==> config.mk <==
export PLATFORM = sky130hd
export DESIGN_NAME = dio24_fifo_reset_responder_flat
export DESIGN_NICKNAME = d
export VERILOG_FILES = /design/src/rtl/dio24_fifo_reset_responder_pkg.sv /design/src/rtl/dio24_fifo_reset_responder_if.sv /design/src/rtl/dio24_sat_counter.sv /design/src/rtl/dio24_fifo_reset_responder.sv /design/src/flat_wrapper.sv
export SDC_FILE = /design/constraint.sdc
export NUM_CORES = 1
export LEC_CHECK = 0
export BUFFER_PORTS_ARGS = -buffer_cell sky130_fd_sc_hd__buf_4
export CAP_MARGIN = 20
export CORE_MARGIN = 1.5
export CORE_UTILIZATION = 45
export CTS_CLUSTER_SIZE = 24
export DETAILED_ROUTE_END_ITERATION = 6
export PLACE_DENSITY_LB_ADDON = 0.3
export SYNTH_ARGS = -nofsm -noshare
export SYNTH_HDL_FRONTEND = slang
export SYNTH_SLANG_ARGS = --single-unit
==> constraint.sdc <==
create_clock -name clock_slow -period 2.6 [get_ports clock_slow]
set_input_delay 0.13 -clock clock_slow [delete_from_list [all_inputs] [get_ports clock_slow]]
set_output_delay 0.13 -clock clock_slow [all_outputs]
set_load 0.02 [all_outputs]
==> src/rtl/dio24_fifo_reset_responder_pkg.sv <==
// Shared types and helpers for the FIFO reset responder and the reset generator.
// Latency: n/a (package only).
// Backpressure: n/a.
package dio24_fifo_reset_responder_pkg;

    // Sequencer states, 3-bit encoding
    typedef enum logic [2:0] {
        S_IDLE   = 3'd0,
        S_PRE    = 3'd1,
        S_ASSERT = 3'd2,
        S_WAIT   = 3'd3,
        S_POST   = 3'd4,
        S_DONE   = 3'd5,
        S_ERR    = 3'd6
    } state_t;

    // Number of bits needed to hold 'value' (1023 -> 10, 8 -> 4)
    function automatic int clogb2(input int value);
        int v;
        int bits;
        v    = value;
        bits = 0;
        while (v > 0) begin
            bits = bits + 1;
            v    = v >> 1;
        end
        return bits;
    endfunction

    function automatic int max2(input int a, input int b);
        return (a > b) ? a : b;
    endfunction

endpackage

==> src/rtl/dio24_fifo_reset_responder_if.sv <==
// Bundle of request/ack, producer/consumer enables and FIFO-primitive control lines.
// Latency: n/a (wires only).
// Backpressure: n/a; the responder gates the enables itself.
interface dio24_fifo_reset_responder_if;

    logic reset_req;
    logic reset_ack;
    logic reset_error;
    logic in_wr_en;
    logic in_rd_en;
    logic fifo_wr_en;
    logic fifo_rd_en;
    logic fifo_rst;
    logic fifo_wr_rst_busy;
    logic fifo_rd_rst_busy;
    logic fifo_ready;

    // Responder side: drives the FIFO controls and the acknowledge
    modport master (
        input  reset_req,
        input  in_wr_en,
        input  in_rd_en,
        input  fifo_wr_rst_busy,
        input  fifo_rd_rst_busy,
        output reset_ack,
        output reset_error,
        output fifo_wr_en,
        output fifo_rd_en,
        output fifo_rst,
        output fifo_ready
    );

    // Surrounding logic: requester, stream endpoints and FIFO status
    modport slave (
        output reset_req,
        output in_wr_en,
        output in_rd_en,
        output fifo_wr_rst_busy,
        output fifo_rd_rst_busy,
        input  reset_ack,
        input  reset_error,
        input  fifo_wr_en,
        input  fifo_rd_en,
        input  fifo_rst,
        input  fifo_ready
    );

endinterface

==> src/rtl/dio24_sat_counter.sv <==
// Saturating up-counter with synchronous clear, used for guard and timeout windows.
// Latency: count visible one cycle after the enabling edge.
// Backpressure: none; holds at all-ones instead of wrapping.
module dio24_sat_counter #(
    parameter int WIDTH = 4
) (
    input  logic             clk,
    input  logic             rst,
    input  logic             i_clr,
    input  logic             i_en,
    output logic [WIDTH-1:0] o_cnt
);

    logic [WIDTH-1:0] r_cnt;

    // Clear has priority; increment stops at the top value
    always_ff @(posedge clk or posedge rst) begin
        if (rst) begin
            r_cnt <= '0;
        end else if (i_clr) begin
            r_cnt <= '0;
        end else if (i_en && (r_cnt != '1)) begin
            r_cnt <= r_cnt + WIDTH'(1);
        end
    end

    assign o_cnt = r_cnt;

endmodule

==> src/rtl/dio24_fifo_reset_responder.sv <==
// Sequences a dual-clock FIFO reset: gate enables, pulse fifo_rst, wait busy-clear, reopen, ack.
// Latency: status outputs registered (1 cycle); wr/rd enables are combinational through the gate.
// Backpressure: enables forced low whenever fifo_ready is low; requests mid-sequence are ignored.
module dio24_fifo_reset_responder
    import dio24_fifo_reset_responder_pkg::*;
#(
    parameter int FIFO_RESET_DELAY  = 4,     // >= 4
    parameter int FIFO_RESET_CYCLES = 5,     // >= 5
    parameter int FIFO_POST_DELAY   = 2,     // >= 2
    parameter int BUSY_TIMEOUT      = 1023   // >= 1
) (
    input  logic                               clock_slow,
    input  logic                               reset,
    dio24_fifo_reset_responder_if.master       bus
);

    localparam int MAX_PARAM = max2(max2(FIFO_RESET_DELAY, FIFO_RESET_CYCLES),
                                    max2(FIFO_POST_DELAY, BUSY_TIMEOUT));
    localparam int CNT_W     = clogb2(MAX_PARAM);

    // Counter value seen in the last cycle of each timed state
    localparam logic [CNT_W-1:0] PRE_LAST    = CNT_W'(FIFO_RESET_DELAY - 1);
    localparam logic [CNT_W-1:0] ASSERT_LAST = CNT_W'(FIFO_RESET_CYCLES - 1);
    localparam logic [CNT_W-1:0] POST_LAST   = CNT_W'(FIFO_POST_DELAY - 1);
    localparam logic [CNT_W-1:0] WAIT_LAST   = CNT_W'(BUSY_TIMEOUT - 1);

    state_t           r_state;
    state_t           w_state_nxt;
    logic [CNT_W-1:0] w_cnt;
    logic             w_cnt_clr;
    logic             r_req_d;
    logic             w_req_rise;
    logic             w_busy_clear;

    logic             r_fifo_rst;
    logic             r_fifo_ready;
    logic             r_reset_ack;
    logic             r_reset_error;
    logic             w_fifo_rst_nxt;
    logic             w_fifo_ready_nxt;
    logic             w_reset_ack_nxt;
    logic             w_reset_error_nxt;

    assign w_busy_clear = !bus.fifo_wr_rst_busy && !bus.fifo_rd_rst_busy;
    assign w_req_rise   = bus.reset_req && !r_req_d;
    assign w_cnt_clr    = (w_state_nxt != r_state);

    // One counter serves every timed state; it restarts on each state change
    dio24_sat_counter #(
        .WIDTH (CNT_W)
    ) u_cnt (
        .clk   (clock_slow),
        .rst   (reset),
        .i_clr (w_cnt_clr),
        .i_en  (1'b1),
        .o_cnt (w_cnt)
    );

    // Previous request level; only the ERR exit cares about the edge
    always_ff @(posedge clock_slow or posedge reset) begin
        if (reset) begin
            r_req_d <= 1'b0;
        end else begin
            r_req_d <= bus.reset_req;
        end
    end

    // State register; module reset starts a full power-on sequence from PRE
    always_ff @(posedge clock_slow or posedge reset) begin
        if (reset) begin
            r_state <= S_PRE;
        end else begin
            r_state <= w_state_nxt;
        end
    end

    // Next-state decode; busy flags matter only in WAIT, where a clear FIFO beats the timeout
    always_comb begin
        w_state_nxt = r_state;
        case (r_state)
            S_IDLE:   if (bus.reset_req)          w_state_nxt = S_PRE;
            S_PRE:    if (w_cnt == PRE_LAST)      w_state_nxt = S_ASSERT;
            S_ASSERT: if (w_cnt == ASSERT_LAST)   w_state_nxt = S_WAIT;
            S_WAIT: begin
                if (w_busy_clear) begin
                    w_state_nxt = S_POST;
                end else if (w_cnt == WAIT_LAST) begin
                    w_state_nxt = S_ERR;
                end
            end
            S_POST:   if (w_cnt == POST_LAST)     w_state_nxt = bus.reset_req ? S_DONE : S_IDLE;
            S_DONE:   if (!bus.reset_req)         w_state_nxt = S_IDLE;
            S_ERR:    if (w_req_rise)             w_state_nxt = S_PRE;
            default:                              w_state_nxt = S_PRE;
        endcase
    end

    // Output decode from the upcoming state so the registered outputs line up with it
    always_comb begin
        w_fifo_rst_nxt    = (w_state_nxt == S_ASSERT);
        w_fifo_ready_nxt  = (w_state_nxt == S_IDLE);
        w_reset_ack_nxt   = (w_state_nxt == S_DONE) ||
                            ((w_state_nxt == S_ERR) && bus.reset_req);
        w_reset_error_nxt = r_reset_error;
        if (w_state_nxt == S_ERR) begin
            w_reset_error_nxt = 1'b1;
        end else if (w_state_nxt == S_PRE) begin
            w_reset_error_nxt = 1'b0;
        end
    end

    // Registered status outputs
    always_ff @(posedge clock_slow or posedge reset) begin
        if (reset) begin
            r_fifo_rst    <= 1'b0;
            r_fifo_ready  <= 1'b0;
            r_reset_ack   <= 1'b0;
            r_reset_error <= 1'b0;
        end else begin
            r_fifo_rst    <= w_fifo_rst_nxt;
            r_fifo_ready  <= w_fifo_ready_nxt;
            r_reset_ack   <= w_reset_ack_nxt;
            r_reset_error <= w_reset_error_nxt;
        end
    end

    assign bus.fifo_rst    = r_fifo_rst;
    assign bus.fifo_ready  = r_fifo_ready;
    assign bus.reset_ack   = r_reset_ack;
    assign bus.reset_error = r_reset_error;

    // Enables pass only while the FIFO is declared usable
    assign bus.fifo_wr_en  = bus.in_wr_en && r_fifo_ready;
    assign bus.fifo_rd_en  = bus.in_rd_en && r_fifo_ready;

endmodule
==> src/flat_wrapper.sv <==
// flat-port wrapper written by rule: the top's interface ports become plain ports
module dio24_fifo_reset_responder_flat import dio24_fifo_reset_responder_pkg::*;
#(
    parameter int FIFO_RESET_DELAY  = 4,            
    parameter int FIFO_RESET_CYCLES = 5,            
    parameter int FIFO_POST_DELAY   = 2,            
    parameter int BUSY_TIMEOUT      = 1023          
)
  (clock_slow, reset, bus_reset_req, bus_in_wr_en, bus_in_rd_en, bus_fifo_wr_rst_busy, bus_fifo_rd_rst_busy, bus_reset_ack, bus_reset_error, bus_fifo_wr_en, bus_fifo_rd_en, bus_fifo_rst, bus_fifo_ready);
  dio24_fifo_reset_responder_if bus_i ();
  input  logic clock_slow;
  input  logic reset;
  input wire logic [$bits(bus_i.reset_req)-1:0] bus_reset_req;
  input wire logic [$bits(bus_i.in_wr_en)-1:0] bus_in_wr_en;
  input wire logic [$bits(bus_i.in_rd_en)-1:0] bus_in_rd_en;
  input wire logic [$bits(bus_i.fifo_wr_rst_busy)-1:0] bus_fifo_wr_rst_busy;
  input wire logic [$bits(bus_i.fifo_rd_rst_busy)-1:0] bus_fifo_rd_rst_busy;
  output wire logic [$bits(bus_i.reset_ack)-1:0] bus_reset_ack;
  output wire logic [$bits(bus_i.reset_error)-1:0] bus_reset_error;
  output wire logic [$bits(bus_i.fifo_wr_en)-1:0] bus_fifo_wr_en;
  output wire logic [$bits(bus_i.fifo_rd_en)-1:0] bus_fifo_rd_en;
  output wire logic [$bits(bus_i.fifo_rst)-1:0] bus_fifo_rst;
  output wire logic [$bits(bus_i.fifo_ready)-1:0] bus_fifo_ready;
  assign bus_i.reset_req = bus_reset_req;
  assign bus_i.in_wr_en = bus_in_wr_en;
  assign bus_i.in_rd_en = bus_in_rd_en;
  assign bus_i.fifo_wr_rst_busy = bus_fifo_wr_rst_busy;
  assign bus_i.fifo_rd_rst_busy = bus_fifo_rd_rst_busy;
  assign bus_reset_ack = bus_i.reset_ack;
  assign bus_reset_error = bus_i.reset_error;
  assign bus_fifo_wr_en = bus_i.fifo_wr_en;
  assign bus_fifo_rd_en = bus_i.fifo_rd_en;
  assign bus_fifo_rst = bus_i.fifo_rst;
  assign bus_fifo_ready = bus_i.fifo_ready;
  dio24_fifo_reset_responder #(.FIFO_RESET_DELAY(FIFO_RESET_DELAY), .FIFO_RESET_CYCLES(FIFO_RESET_CYCLES), .FIFO_POST_DELAY(FIFO_POST_DELAY), .BUSY_TIMEOUT(BUSY_TIMEOUT)) u_core (.clock_slow(clock_slow), .reset(reset), .bus(bus_i));
endmodule
==> results of run 1 <==
## worst min path at each step
stage,endpoint,slack (ns),cells past startpoint
2_1_floorplan,u_core.bus.fifo_ready,0.07,1
3_3_place_gp,u_core.bus.fifo_ready,0.27,2
3_5_place_dp,u_core.bus.fifo_ready,0.29,2
4_1_cts,u_core.r_state[1],0.34,3
5_1_grt,u_core.r_state[1],0.39,3
6_report,u_core.r_state[1],0.35,3
## flip-flops by register name, indices dropped and copies added (netlist names)
signal / cells
u_core.u_cnt.o_cnt: 10
u_core.r_req_d: 1
u_core.bus.reset_error: 1
u_core.r_state: 3
u_core.bus.fifo_ready: 1
u_core.bus.reset_ack: 1
u_core.bus.fifo_rst: 1
## layout make-up
type | count | area share [%]
Inverter | 10 | 2.91
Timing Repair Buffer | 14 | 8.54
Sequential cell | 18 | 35.0
Tap cell | 30 | 2.91
Clock buffer | 4 | 2.04
Multi-Input combinational cell | 89 | 48.6
## cell usage in the layout, fill, tap and decap left out, types with 2 or more instances in the layout
cell type | netlist | routed
nor2_1 | 15 | 15
nand3b_1 | 3 | 3
and4_2 | 3 | 3
buf_4 | 1 | 12
xor2_1 | 3 | 3
nor3_1 | 6 | 6
a22oi_1 | 2 | 2
and2_1 | 2 | 2
o31ai_1 | 4 | 4
clkbuf_4 | 0 | 3
dfrtp_1 | 17 | 17
nand2_1 | 7 | 7
a21oi_1 | 3 | 3
nand3_1 | 4 | 4
nor4_2 | 2 | 2
inv_1 | 10 | 10
o21ai_0 | 2 | 2
dlygate4sd3_1 | 0 | 2
ha_1 | 4 | 4
a31oi_1 | 3 | 3
nand4_1 | 2 | 2
and3_1 | 2 | 2
## per-layer routing
layer  global-route usage [%]  up-vias  share of wire [%]
met5                        0        -                  0
met4                     5.00        0               0.81
met3                     4.17        4                3.9
met2                     28.1       19                 47
met1                     24.7      440                 48
li1                         -      472                  -
## critical path, stage by stage, from the launching register on
cell      delay (ns)
dfrtp_1         0.44
inv_1           0.08
ha_1            0.20
nor4bb_1        0.12
and4_2          0.26
o31ai_1         0.24
or4b_1          0.71
a211oi_2        0.23
## cells in the mapped netlist, types with 2 or more instances
cell / number / share of area (%)
dfrtp_1: 17 / 36
nor3_1: 6 / 2.5
and3_1: 2 / 1.1
nand3b_1: 3 / 1.9
nor4_2: 2 / 2.1
o31ai_1: 4 / 2.5
buf_6: 2 / 1.9
a21oi_1: 3 / 1.3
and2_1: 2 / 1.1
nand2_1: 7 / 2.2
and4_2: 3 / 2.5
nand3_1: 4 / 1.7
ha_1: 4 / 4.2
a31oi_1: 3 / 1.6
a22oi_1: 2 / 1.3
inv_1: 10 / 3.2
clkbuf_8: 2 / 2.3
o21ai_0: 2 / 0.85
nor2_1: 15 / 4.8
xor2_1: 3 / 2.2
nand4_1: 2 / 1.1
## stage by stage
stage | worst slack [ns] | power [uW] | util, % | std cells
floorplan | 0.570 | 945 | - | 123
global placement | 0.306 | 1030 | 50.2 | 159
detailed placement | 0.223 | 1050 | 50.2 | 159
CTS | 0.216 | 1200 | 52.1 | 165
global route | 0.0678 | 1310 | 52.1 | 165
finish | 0.240 | 1190 | 52.1 | 165
## power breakdown
group / leakage (uW) / switching [uW] / internal, uW / total [uW]
clock: 0.0000150 / 87.5 / 59.7 / 147
combinational: 0.000344 / 323 / 239 / 562
sequential: 0.000236 / 115 / 365 / 480
total: 0.000595 / 526 / 664 / 1190
## cell families (layout without fill, tap and decap cells)
family                     after synthesis  after routing
adders and majority gates                4              4
and+or+nand+nor                         58             58
buffers and inverters                   16             28
AOI/OAI and AO/OA                       22             22
muxes                                    1              1
xor gates and xnor gates                 4              4
DFF                                     18             18
==> reports/qor.yml, run 1 <==
status: "complete, no violations"
synthMuxAreaShare_pct: 0.849
rsz0062_at_grt: "no"
boundaryPins: 13
start_util_pct: 47.6
syn_area_per_cell_um2: 9.58
fill_cells: 249
finalCriticalPeriod_ns: 2.36
synth_cells: 123
async_flop_share_pct: 100
postCtsSetupRepairBufs: 0
cts_tree: "done"
synth-compound-area-share_pct: 13.9
critPathKind: "flop to flop"
area_growth_pct: 9.45
dieArea_um2: 2930
antenna_left: 0
synthAdderAreaFrac_pct: 4.25
synth-xor-area-share_pct: 2.97
hold_viol: 0
timing.rr.end: "u_core.u_cnt.o_cnt[4]"
root_buffer: "clkbuf_4"
end_kind: "flop"
wl_um: 2210
finalSetupTns_ns: 0
drt_iter0_drc: 24
drive_gt1_share_pct: 21.5
ys_seq_elements: 18
track_usage_pct: 18.0
fp-row-count: 18
synth_nets: 134
num-nets-final: 147
cts-hold-fix-buffers: 2
syn-cell-area_um2: 1180
viasPerCell: 5.67
ir_drop_mv: 0.609
drt-wirelength-per-cell_um: 13.4
cts_resized: 0
multiInputGateArea_um2: 627
r2r-start: "u_core.u_cnt.o_cnt[0]"
yosysSeqAreaShare_pct: 38.3
dp_hpwl_um: 1610
synth_edf_count: 0
grt_pass1_vias: 874
htreeDepth: 1
yosysUniqueCellTypes: 46
power.leakage_uw: 0.000595
max_freq_mhz: 424
slew_violations: 0
r2r_cells: 7
fp.dieW_um: 54.2
die_h_um: 54.2
clock_latency_ns: 0.29
hold_class: "input port to flop"
finalSetupViolCount: 0
yosysWarnings: 0
cts.path.max_buffers: 2
place_congestion: 0.865
yosys.area_share.simple_pct: 31.2
crit_start: "u_core.u_cnt.o_cnt[0]"
regArea_um2: 452
power_density_nw_per_um2: 922
startpoint_type: "flop"
drc: 0
synth_top_family_by_area: "simple AND/OR/NAND/NOR gates"
crit_arrival_ns: 2.57
portBuffers: 12
grt_max_degree: 19
clock_skew_ns: 0.00235
relSlewSlack_pct: 53.7
critPathCapture: "u_core.u_cnt.o_cnt[4]"
whs_ns: 0.352
grt_overflow: 0
rrSetupSlack_ns: 0.24
design_area_um2: 1290
vias: 935
placed_cell_area_um2: 1240
ys.flop_type: "dfrtp_1"
cts.sinks: 18
grt_antenna_before_repair: 0
core_area_um2: 2480
required_ns: 2.81
numCtsBuffers: 3
grt_pass1_wl_um: 3810
min_from: "bus_fifo_wr_rst_busy"
worstPathMaxFanout: 10
diodes: 0
first_pass_iters: 4
maxCapViolations: 0
period_share_pct: 90.8
tightest_slew_ns: 0.693
clk_pin_slew_ns: 0.10
Note: power is estimated with default switching activity, not from simulation.
==> inputs of run 2 (changes only) <==
--- a/config.mk
+++ b/config.mk
@@ -8,7 +8,7 @@
 export BUFFER_PORTS_ARGS = -buffer_cell sky130_fd_sc_hd__buf_4
 export CAP_MARGIN = 20
 export CORE_MARGIN = 1.5
-export CORE_UTILIZATION = 45
+export CORE_UTILIZATION = 57
 export CTS_CLUSTER_SIZE = 24
 export DETAILED_ROUTE_END_ITERATION = 6
 export PLACE_DENSITY_LB_ADDON = 0.3
==> reports/qor.yml, run 2 (synthesized netlist as in run 1, its figures left out) <==
power_density_nw_per_um2: 942  # +2.1%
period_share_pct: 88.4  # -2.3 points
tightest_slew_ns: 0.786  # +0.0922 ns
grt_pass1_vias: 951  # +8.8%
max_freq_mhz: 435  # +2.6%
ir_drop_mv: 0.511  # -16%
clk_pin_slew_ns: 0.10  # about the same
end_kind: "flop"
min_from: "bus_fifo_wr_rst_busy"
place_congestion: 0.873  # +0.86%
die_h_um: 48.5  # -11%
portBuffers: 12  # unchanged
antenna_left: 0  # unchanged
viasPerCell: 5.78  # +2.1%
first_pass_iters: 4  # unchanged
cts_tree: "done"
hold_class: "input port to flop"
finalSetupViolCount: 0  # unchanged
grt_max_degree: 19  # unchanged
dp_hpwl_um: 1740  # +8.0%
htreeDepth: 1  # unchanged
largest_reg_flops: 10  # unchanged
numCtsBuffers: 3  # unchanged
rsz0062_at_grt: "no"
boundaryPins: 13  # unchanged
grt_pass1_wl_um: 4220  # +11%
area_growth_pct: 9.45  # unchanged
maxCapViolations: 0  # unchanged
fp.dieW_um: 48.5  # -11%
dieArea_um2: 2350  # -20%
drt-wirelength-per-cell_um: 14.7  # +10%
wl_um: 2390  # +8.0%
relSlewSlack_pct: 47.2  # -6.5 points
num-nets-final: 147  # unchanged
critPathKind: "flop to flop"
diodes: 0  # unchanged
cts.sinks: 18  # unchanged
r2r-start: "u_core.u_cnt.o_cnt[0]"
status: "complete, no violations"
track_usage_pct: 23.1  # +5.1 points
worstPathMaxFanout: 10  # unchanged
drive_gt1_share_pct: 22.2  # +0.74 points
hold_viol: 0  # unchanged
final_common_cell: "dfrtp_1"
clock_latency_ns: 0.29  # about the same
cts.path.max_buffers: 2  # unchanged
startpoint_type: "flop"
fp-row-count: 16  # -2
slew_violations: 0  # unchanged
crit_start: "u_core.u_cnt.o_cnt[0]"
core_area_um2: 1960  # -21%
vias: 937  # +0.21%
drc: 0  # unchanged
power.leakage_uw: 0.000595  # about the same
drt_iter0_drc: 19  # -21%
whs_ns: 0.372  # +0.0206 ns
finalCriticalPeriod_ns: 2.30  # -0.0604 ns
clock_skew_ns: 0.000566  # -0.00178 ns
crit_arrival_ns: 2.52  # -0.05 ns
root_buffer: "clkbuf_4"
grt_antenna_before_repair: 0  # unchanged
final_cell_mix: "dfrtp_1 (17), nor2_1 (15), buf_4 (12)"
finalSetupTns_ns: 0  # unchanged
grt_overflow: 0  # unchanged
required_ns: 2.82  # about the same
start_util_pct: 60.1  # +13 points
[run 2: cell types whose count changed in the layout (fill, tap and decap cells not counted)]
cell    change
or4b_1      -1
or4b_4      +1
[run 2: critical path: stages (launching register included)]
cell and delay [ns]:
dfrtp_1 0.43, inv_1 0.09, ha_1 0.21, nor4bb_1 0.12, and4_2 0.25, o31ai_1 0.31
or4b_4 0.61, nor3_4 0.21
[run 2: metrics by stage]
step	worst slack (ns)	power [uW]	instance area [um^2]	instances	utilization (%)
2_1_floorplan	0.570	945	1180	123	-
3_3_place_gp	0.301	1030	1240	156	63.2
3_5_place_dp	0.179	1060	1240	156	63.2
4_1_cts	0.162	1210	1290	162	65.6
5_1_grt	0.181	1320	1290	162	65.8
6_report	0.301	1210	1290	162	65.8
[run 2: metal layers]
| metal | track usage [%] | vias to the layer above | routed length [um] |
|---|---|---|---|
| met4 | 7.14 | 0 | 35 |
| met2 | 41.9 | 17 | 1250 |
| met3 | 4.01 | 4 | 75 |
| met5 | 0 | - | 0 |
| met1 | 28.0 | 447 | 1020 |
| li1 | - | 469 | - |
[run 2: cell type report]
cell class,instances,area (um^2)
Fill cell,173,672
Multi-Input combinational cell,89,631
Sequential cell,18,452
Timing Repair Buffer,14,110
Inverter,10,37.5
Tap cell,27,33.8
Clock buffer,4,26.3
[run 2: repair_timing]
| item | 4_1_cts | 5_1_grt |
|---|---|---|
| endpoints found under the hold margin | 18 | 0 |
| gates resized for setup | 0 | 1 |
| endpoints found under the setup margin | 0 | 1 |
| setup buffers | 0 | 0 |
| hold buffers | 2 | 0 |
[run 2: power breakdown]
group / internal, uW / switching, uW
Combinational: 252 / 332
Sequential: 365 / 121
Clock: 59.6 / 85.3
[run 2: worst paths after layout]
kind	slack [ns]	end	depth (start not counted)
setup / recovery	0.30	u_core.u_cnt.o_cnt[8]	7
min in group asynchronous	0.49	u_core.bus.reset_ack	3
max in group asynchronous	1.68	u_core.u_cnt.o_cnt[1]	3
hold reg to reg	0.56	u_core.bus.reset_error	2
hold / removal	0.37	u_core.r_state[1]	3
setup reg to reg	0.30	u_core.u_cnt.o_cnt[8]	7
==> inputs of run 3 (changes only) <==
--- a/config.mk
+++ b/config.mk
@@ -7,11 +7,12 @@
 export LEC_CHECK = 0
 export BUFFER_PORTS_ARGS = -buffer_cell sky130_fd_sc_hd__buf_4
 export CAP_MARGIN = 20
-export CORE_MARGIN = 1.5
+export CORE_MARGIN = 2
 export CORE_UTILIZATION = 57
 export CTS_CLUSTER_SIZE = 24
 export DETAILED_ROUTE_END_ITERATION = 6
 export PLACE_DENSITY_LB_ADDON = 0.3
 export SYNTH_ARGS = -nofsm -noshare
 export SYNTH_HDL_FRONTEND = slang
+export SYNTH_HIERARCHICAL = 1
 export SYNTH_SLANG_ARGS = --single-unit
==> reports/qor.yml, run 3 <==
status: "complete, no violations"
rsz0062_at_grt: "yes"
vias: 1218  # +30%
htreeDepth: 1  # unchanged
wl_um: 2990  # +25%
drc: 0  # unchanged
fp-row-count: 17  # +1
power_density_nw_per_um2: 825  # -12%
die_h_um: 51.1  # +5.4%
first_pass_iters: 4  # unchanged
synth.most_common_cell: "dfrtp_1"
clk_pin_slew_ns: 0.11  # about the same
final_cell_mix: "buf_4 (26), dfrtp_1 (17), nor2_1 (8), inv_1 (8), conb_1 (8)"
syn-cell-area_um2: 1260  # +7.2%
drt_iter0_drc: 29  # +10
yosysWarnings: 6  # +6
start_util_pct: 58.8  # -1.3 points
grt_overflow: 0  # unchanged
area_growth_pct: 22.8
slew_violations: 0  # unchanged
synth_edf_count: 0  # unchanged
required_ns: 2.79  # -0.03 ns
crit_arrival_ns: 2.66  # +0.14 ns
startpoint_type: "flop"
yosysSeqAreaShare_pct: 35.7  # -2.6 points
drive_gt1_share_pct: 29.8  # +7.5 points
portBuffers: 12  # unchanged
fin_util_pct: 72.2  # +6.5 points
drt-wirelength-per-cell_um: 15.3  # +3.7%
syn_area_per_cell_um2: 9.09  # -5.1%
worstPathMaxFanout: 3  # -7
ir_drop_mv: 0.614  # +20%
critPathKind: "flop to flop"
max_freq_mhz: 405  # -6.9%
power.leakage_uw: 0.000692  # +16%
hold_viol: 0  # unchanged
core_area_um2: 2150  # +9.5%
grt_pass1_vias: 1099  # +16%
fill_cells: 164  # -5.2%
largest_reg_flops: 10  # unchanged
dieArea_um2: 2610  # +11%
pre_cts_ws_ns: 0.00233  # -0.177 ns
rrSetupSlack_ns: 0.13  # -0.17 ns
async_flop_share_pct: 100  # unchanged
placed_cell_area_um2: 1440  # +16%
clock_skew_ns: 0.000728  # +0.000162 ns
grt_max_degree: 14  # -5
diodes: 0  # unchanged
antenna_left: 0  # unchanged
place_congestion: 0.990  # +13%
viasPerCell: 6.21  # +7.4%
synth_area_leader_cell: "dfrtp_1"
fp.dieW_um: 51.1  # +5.4%
setup_ws_ns: 0.131  # -0.169 ns
grt_antenna_before_repair: 0  # unchanged
cts.path.max_buffers: 2  # unchanged
cts_tree: "done"
dp_hpwl_um: 2130  # +22%
finalSetupViolCount: 0  # unchanged
yosys-top-cells-count: "dfrtp_1 (17), inv_1 (8), nor2_1 (8)"
numCtsBuffers: 3  # unchanged
yosysUniqueCellTypes: 52  # +13%
maxCapViolations: 0  # unchanged
end_kind: "flop"
design_area_um2: 1550  # +20%
ys.flop_type: "dfrtp_1"
clock_latency_ns: 0.30  # about the same
grt_pass1_wl_um: 4840  # +15%
finalCriticalPeriod_ns: 2.47  # +0.169 ns
root_buffer: "clkbuf_4"
ys_seq_elements: 18  # unchanged
num-nets-final: 177  # +20%
track_usage_pct: 25.0  # +1.9 points
synth_top_area_share_pct: 33.7  # -2.4 points
boundaryPins: 13  # unchanged
ys_top_cells_by_area: "dfrtp_1 (34%), a211oi_1 (3.0%), a21oi_1 (2.8%), and4_1 (2.8%), buf_6 (2.7%)"
period_share_pct: 95.0  # +6.5 points
synth_cells: 139  # +13%
final_common_cell: "buf_4"
cts.sinks: 18  # unchanged
hold_class: "input port to flop"
[run 3: cell count changes after synthesis, moves of 3 or more]
| cell | before | now |
|---|---|---|
| nor4_1 | 0 | 3 |
| nand2b_1 | 0 | 3 |
| nor3_1 | 6 | 3 |
| and4_1 | 1 | 4 |
| nor2_1 | 15 | 8 |
| a211oi_1 | 0 | 5 |
| clkbuf_1 | 0 | 4 |
| xor2_1 | 3 | 0 |
| o21a_1 | 1 | 4 |
| nor2b_1 | 0 | 5 |
| o31ai_1 | 4 | 1 |
| a21oi_1 | 3 | 7 |
| ha_1 | 4 | 1 |
[run 3: kinds of logic (layout without fill, tap and decap cells)]
group                    count (synthesis)  in the layout  share of synthesized area [%]
multiplexers                             2              2                           1.68
buffers and inverters                   18             40                           7.42
AO/OA/AOI/OAI                           38             38                           22.0
other                                    1              8                          0.297
flip-flops                              18             18                           35.7
adder cells (fa/ha/maj)                  1              1                          0.990
AND/OR/NAND/NOR                         61             61                           31.9
[run 3: layout make-up]
cell class	instances	area [um^2]	area share, %
clock buffer	4	36.3	2.34
sequential	18	452	29.1
multi-input combinational	110	783	50.5
timing repair buffer	28	215	13.9
tap	28	35.0	2.26
inverter	8	30.0	1.94
[run 3: power breakdown]
group | switching [uW] | total [uW] | internal (uW) | leakage [uW]
registers | 43.3 | 383 | 340 | 0.000240
logic | 404 | 719 | 315 | 0.000431
clock network | 91.3 | 177 | 85.4 | 0.0000210
total | 539 | 1280 | 741 | 0.000692
[run 3: final timing paths]
kind,to,cells past startpoint,start
worst min-delay path,u_core/bus.reset_ack,3,bus_reset_req
worst min register to register,u_core/bus.reset_error,1,u_core/bus.reset_error
worst max register to register,u_core/u_cnt/o_cnt[0],7,u_core/u_cnt/o_cnt[3]
min in group asynchronous,u_core/r_state[2],3,reset
max in group asynchronous,u_core/u_cnt/o_cnt[0],3,reset
worst max-delay path,u_core/u_cnt/o_cnt[0],7,u_core/u_cnt/o_cnt[3]
[run 3: layer usage]
metal | vias to the layer above | share of wire, % | GRT usage, %
met5 | - | 0 | 0
met1 | 593 | 42 | 29.4
li1 | 574 | - | -
met3 | 6 | 4.5 | 4.39
met2 | 45 | 52 | 43.3
met4 | 0 | 1.8 | 13.1
[run 3: timing repair]
item | CTS | global route
resized for setup | 1 | 6
setup endpoints to repair | 1 | 2
hold buffers | 2 | 0
hold endpoints to repair | 18 | 0
pin swaps | 0 | 2
buffers inserted | 0 | 2
[run 3: worst max-delay path: stages, from the launching register on]
cell	delay [ns]
dfrtp_1	0.39
or4_4	0.56
nor4b_1	0.35
o31ai_1	0.18
o221ai_2	0.24
nor2b_1	0.10
and4_4	0.19
or3_1	0.36
[run 3: through the flow]
| step | cells | power [uW] | hold slack (ns) | setup TNS, ns |
|---|---|---|---|---|
| floorplan | 146 | 850 | -0.0551 | 0 |
| global placement | 188 | 1030 | 0.0899 | 0 |
| detailed placement | 188 | 1060 | 0.103 | 0 |
| CTS | 194 | 1240 | 0.220 | 0 |
| global route | 196 | 1360 | 0.230 | -0.00521 |
| finish | 196 | 1280 | 0.226 | 0 |
